File: src/rtl/shift_add_mul8.sv
// ---------------------------------------------------------------------------
// shift_add_mul8 : one-bit-per-cycle shift-add multiplier q*d   rev 1.0
// ---------------------------------------------------------------------------
`default_nettype none

module shift_add_mul8 #(
  parameter int N_W = 16,
  parameter int D_W = 8
) (
  input  logic           clk,
  input  logic           rst,
  input  logic           start,
  input  logic           step,
  input  logic [D_W-1:0] d,
  input  logic [D_W-1:0] q,
  output logic [N_W-1:0] acc,
  output logic           done
);

  localparam int I_W = $clog2(D_W);

  logic [N_W-1:0] acc_q, acc_d;
  logic [I_W-1:0] i_q, i_d;

  always_comb begin
    acc_d = acc_q;
    i_d   = i_q;
    if (start) begin
      acc_d = '0;
      i_d   = '0;
    end else if (step) begin
      if (q[i_q]) begin
        acc_d = acc_q + (N_W'(d) << i_q);
      end
      i_d = i_q + I_W'(1);
    end
  end

  always_ff @(posedge clk or posedge rst) begin
    if (rst) begin
      acc_q <= '0;
      i_q   <= '0;
    end else begin
      acc_q <= acc_d;
      i_q   <= i_d;
    end
  end

  assign acc  = acc_q;
  // High during the step that consumes the top quotient bit.
  assign done = step && (i_q == I_W'(D_W - 1));

endmodule

`default_nettype wire

File: config.mk
export PLATFORM = sky130hd
export DESIGN_NAME = shift_add_mul8
export DESIGN_NICKNAME = d
export VERILOG_FILES = /design/src/rtl/shift_add_mul8.sv
export SDC_FILE = /design/constraint.sdc
export NUM_CORES = 1
export LEC_CHECK = 0
export BUFFER_PORTS_ARGS = -buffer_cell sky130_fd_sc_hd__buf_4
export CORE_MARGIN = 3
export CORE_UTILIZATION = 35
export CTS_CLUSTER_SIZE = 24
export DETAILED_ROUTE_END_ITERATION = 12
export PLACE_DENSITY = 0.54
export SLEW_MARGIN = 0
export SYNTH_ARGS = -nofsm -noshare
export SYNTH_HDL_FRONTEND = slang
export SYNTH_SLANG_ARGS = --single-unit
File: constraint.sdc
create_clock -name clk -period 6.7 [get_ports clk]
set_clock_uncertainty 0.15 [all_clocks]
set_input_delay 0.335 -clock clk [delete_from_list [all_inputs] [get_ports clk]]
set_output_delay 0.335 -clock clk [all_outputs]
set_load 0.01 [all_outputs]
; Word level (Yosys, flattened, before mapping)
; Cells that the tools add are included.
[word_totals]
word_cells = 18
ff_bits = 19
in_bits = 20
out_inout_bits = 17
[op_classes]
order_cmp = 1
eq_ne = 1
n_reduce_logical = 4
n_mux = 7
n_addsub = 2
n_shift = 1
[ops]
columns = operator, count
row1 = 16-bit 2-to-1 mux, 3
row2 = 16-bit adder, 1
row3 = 8-bit by 3-bit << shifter with 16-bit output, 1
row4 = 3-bit 2-to-1 mux, 2
row5 = "3-bit by 4-bit less-than comparator with 1-bit output, second input constant", 1
row6 = 2-bit nonzero test, 2
row7 = "3-bit by 1-bit adder with 3-bit output, second input constant", 1
row8 = 1-bit binary-select mux with 3-bit select, 1
row9 = "3-bit == test, second input constant", 1
row10 = 2-bit AND reduction, 1
row11 = 1-bit logical AND, 1
row12 = 1-bit 2-to-1 mux, 1

; Logic depth before layout (Yosys ltp)
[logic_depth]
word_depth = 5
mapped_depth = 13
mapped_depth_nobuf = 12

; Worst setup path before layout
; OpenSTA, ideal clock, no wires.
[synth_path]
kind = reg2reg
start = register i_q[1]
end = register acc_q[14], in the netlist acc[14]
n_path_buf = 2
required_time_ns = 6.428
path_slack_ns = 3.757
period_less_slack_ns = 2.943
setup_time_ns = 0.122
stages_incl_launch_ff = 13
arrival_ns = 2.671
path_cell_list = dfrtp_1 -> buf_2 -> buf_1 -> mux2i_1 -> o21ai_0 -> and2_1 -> ha_1 -> nor2b_1 -> o2111ai_1 -> a21oi_1 -> a311oi_1 -> mux2i_1 -> nand2_1
[synth_via]
elab_chain_len = 5
elab_cells_between_ends = 9
classes_between = add/sub (1) / shift (1) / mux (5) / reduce/logical (2)
[synth_lines]
columns = element, line
row1 = from (decl), 23  ; logic [I_W-1:0] i_q, i_d;
row2 = from (signal assigned), 45  ; i_q <= i_d;
row3 = 8-bit by 3-bit << shifter with 16-bit output, 33  ; acc_d = acc_q + (N_W'(d) << i_q);
row4 = 16-bit adder, 33
row5 = 16-bit 2-to-1 mux, 32  ; if (q[i_q]) begin
row6 = 16-bit 2-to-1 mux, 31  ; end else if (step) begin
row7 = 16-bit 2-to-1 mux, 28  ; if (start) begin
row8 = to (signal assigned), 41  ; acc_q <= '0;
row9 = to (signal assigned), 44  ; acc_q <= acc_d;
row10 = to (decl), 22  ; logic [N_W-1:0] acc_q, acc_d;
; Parallel ways exist; a longest one is shown, timed or not. The select of a mux whose other input is x is not followed.
; A chain may end at the register's enable or synchronous reset.

; Worst setup path after layout
; Ends and elaborated chain as after synthesis.

==> run summary <==
placed insts = 321
sequential fraction of the synthesis area = 24.6%
Num CTS Buffers = 3
Post-DRT Antenna Nets = 0
ordered list of cells on the worst path = mux2_2 > o21ai_0 > mux2i_1 > ha_1 > a21oi_1 > o21ai_0 > and3_1 > a311oi_1 > mux2i_1 > nand2_1
endpoints failing hold = 0
via count = 1772
Port Buffer Count = 36
DRT Pass-1 Iters = 4
pre-CTS WS = 3.32 ns
maximum VDD drop = 0.0776 mV
Worst EP required = 6.71 ns
share of layout cells above drive strength 1 = 19.2%
worst-case clock buffer depth = 2
# fillers = 551
core area = 5240 sq um
worst slew pin tran = 0.811 ns
DR WL/cell = 15.4 microns
Cell Count, Final, Fillers Out = 325
Synth Net Count = 265
Worst Setup End Kind = flip-flop
hold_buf cts = 0
setup TNS = 0 ns
Final Max Tran Viols = 0
crit path max-delay cell type = dfrtp_1
Die Footprint = 6450 sq um
Initial Utilization = 36.9%
Ports = 37
crit path max fanout = 17
delay of the slowest critical-path stage = 0.74 ns
post-CTS setup buffers = 0
worst relative slew slack = 45.9%
First DRT Iteration DRCs = 71
post_cts resized = 0
pin count of the biggest net entering global routing = 28
FF+latch count, synth = 19
Area growth syn-to-layout = 17.1%
diode count = 0
clock transition at the registers of the reported paths = 0.08 ns
most frequent cells in the layout = buf_4, nor2_1, dfrtp_1
leakage power = 1.06 nW
Synth top area share = 24.6%
overall power = 0.000375 W
RSZ-0062 raised after global routing = no
clk sinks = 19
post-DP HPWL = 3760 microns
Post-Route WL = 5010 microns
number of enable flip-flop cells after synthesis = 0
Vias/cell = 5.45
fin crit share = 51.3%
minimum clock period = 3.44 ns
Worst Path Buf+Inv = 0
ys async rst share = 100%
first-pass GRT wire length = 8560 microns
clk_lat worst skew = 0.27 ns
final core occ = 43.2%
Power Density = 166 nW/um^2
top cells by area, synth = dfrtp_1, ha_1, mux2i_1, nor2_1, a21oi_1
Vert. Die Dim = 80.3 microns
crit start category = flip-flop
Critical Path AT = 3.45 ns
die width = 80.3 microns
post-synthesis cell count = 227
vias in the first global route = 1733
status = finished clean
Max-cap violations = 0
nets@finish = 294
total track usage = 16.7%
commonest non-fill, non-tap cell in the layout = buf_4
CTS tree = yes
row cnt = 26
kind of critical path = flip-flop to flip-flop
Cell Area, Synth = 1930 sq um
post-synth top area cell = dfrtp_1
critical path's top delay family = compound AO/OA/AOI/OAI gates
worst setup margin = 3.26 ns
Yosys cell types = 48
synth warn = 0
# setup viols final = 0
top_reg_cell synth = dfrtp_1
DRC errors left = 0
htree depth = 1
GPL Wtd Cong = 0.803
FMAX = 0.291 GHz
total gr overflow = 0
worst hold-check path type = input port to async pin
synthesized area per cell = 8.52 sq um
Root Driver = clkbuf_8
initial antenna violation count = 0
## metrics by stage
stage | area [sq um] | hold WS (ns)
2_1_floorplan | 1930 | 0.136
3_3_place_gp | 2220 | 0.385
3_5_place_dp | 2220 | 0.388
4_1_cts | 2260 | 0.117
5_1_grt | 2260 | 0.141
6_report | 2260 | 0.0688
## cell type report
type	count	area, sq um	area share [%]
multi-input cells	191	1370	60.4
flip-flops and latches	19	475	21.0
repair buffers	36	270	11.9
well taps	70	87.6	3.87
clock buffers	4	45.0	1.99
inverters	5	18.8	0.829
## worst register-to-register path: stages (launching register included)
cell and delay [ns]:
dfrtp_1 0.74, mux2_2 0.42, o21ai_0 0.26, mux2i_1 0.18, ha_1 0.40, a21oi_1 0.21
o21ai_0 0.14, and3_1 0.21, a311oi_1 0.33, mux2i_1 0.22, nand2_1 0.06
## sequential cells by signal (all words and copies together), names as in the netlist
signal and count:
i_q 3, acc 16
## synth_stat cells, types with 2 or more instances
library cell	instances
nor2_1	26
dfrtp_1	19
a21oi_1	17
ha_1	17
nand2_1	17
mux2i_1	16
o21ai_0	14
clkbuf_1	7
nand3b_1	6
xnor2_1	6
a21o_1	5
inv_1	5
mux2_2	5
o21a_1	5
o22ai_1	5
and3_1	4
nand3_1	4
nor3_1	4
xor2_1	4
a31oi_1	3
and2_1	3
nand2b_1	3
nor2b_1	3
a211oi_1	2
buf_6	2
nor3b_1	2
o211ai_1	2
## final timing paths
check                        start  slack, ns       to  cells after the start
max                         i_q[1]       3.26  acc[14]                     10
min                            rst       0.07   i_q[0]                      2
max reg2reg                 i_q[1]       3.26  acc[14]                     10
min reg2reg                acc[14]       0.40  acc[14]                      2
max in group asynchronous      rst       5.83   acc[8]                      2
min in group clk              step       0.24   i_q[0]                      3
## report_power, final
part | internal [W] | total [W] | switching [W]
Combinational | 0.0000702 | 0.000153 | 0.0000825
Sequential | 0.000123 | 0.000136 | 0.0000134
Clock | 0.0000425 | 0.0000869 | 0.0000444
## metal layers
layer  global-route usage [%]  part of all wire [%]  vias up
met1                     24.1                    50      837
li1                         -                     -      883
met5                        0                     0        -
met3                     2.47                   5.7        5
met2                     25.9                    43       47
met4                     4.05                   1.1        0
## cell families (layout without fill, tap and decap cells)
group | Yosys count | in the layout | synth area share [%]
and+or+nand+nor | 78 | 78 | 20.1
AOI/OAI and AO/OA | 62 | 62 | 20.4
DFF | 19 | 19 | 24.6
adders and majority gates | 18 | 18 | 12.0
xor gates and xnor gates | 10 | 10 | 4.53
buffers and inverters | 17 | 45 | 4.72
muxes | 23 | 23 | 13.7
Note: power is estimated with default switching activity, not from simulation.
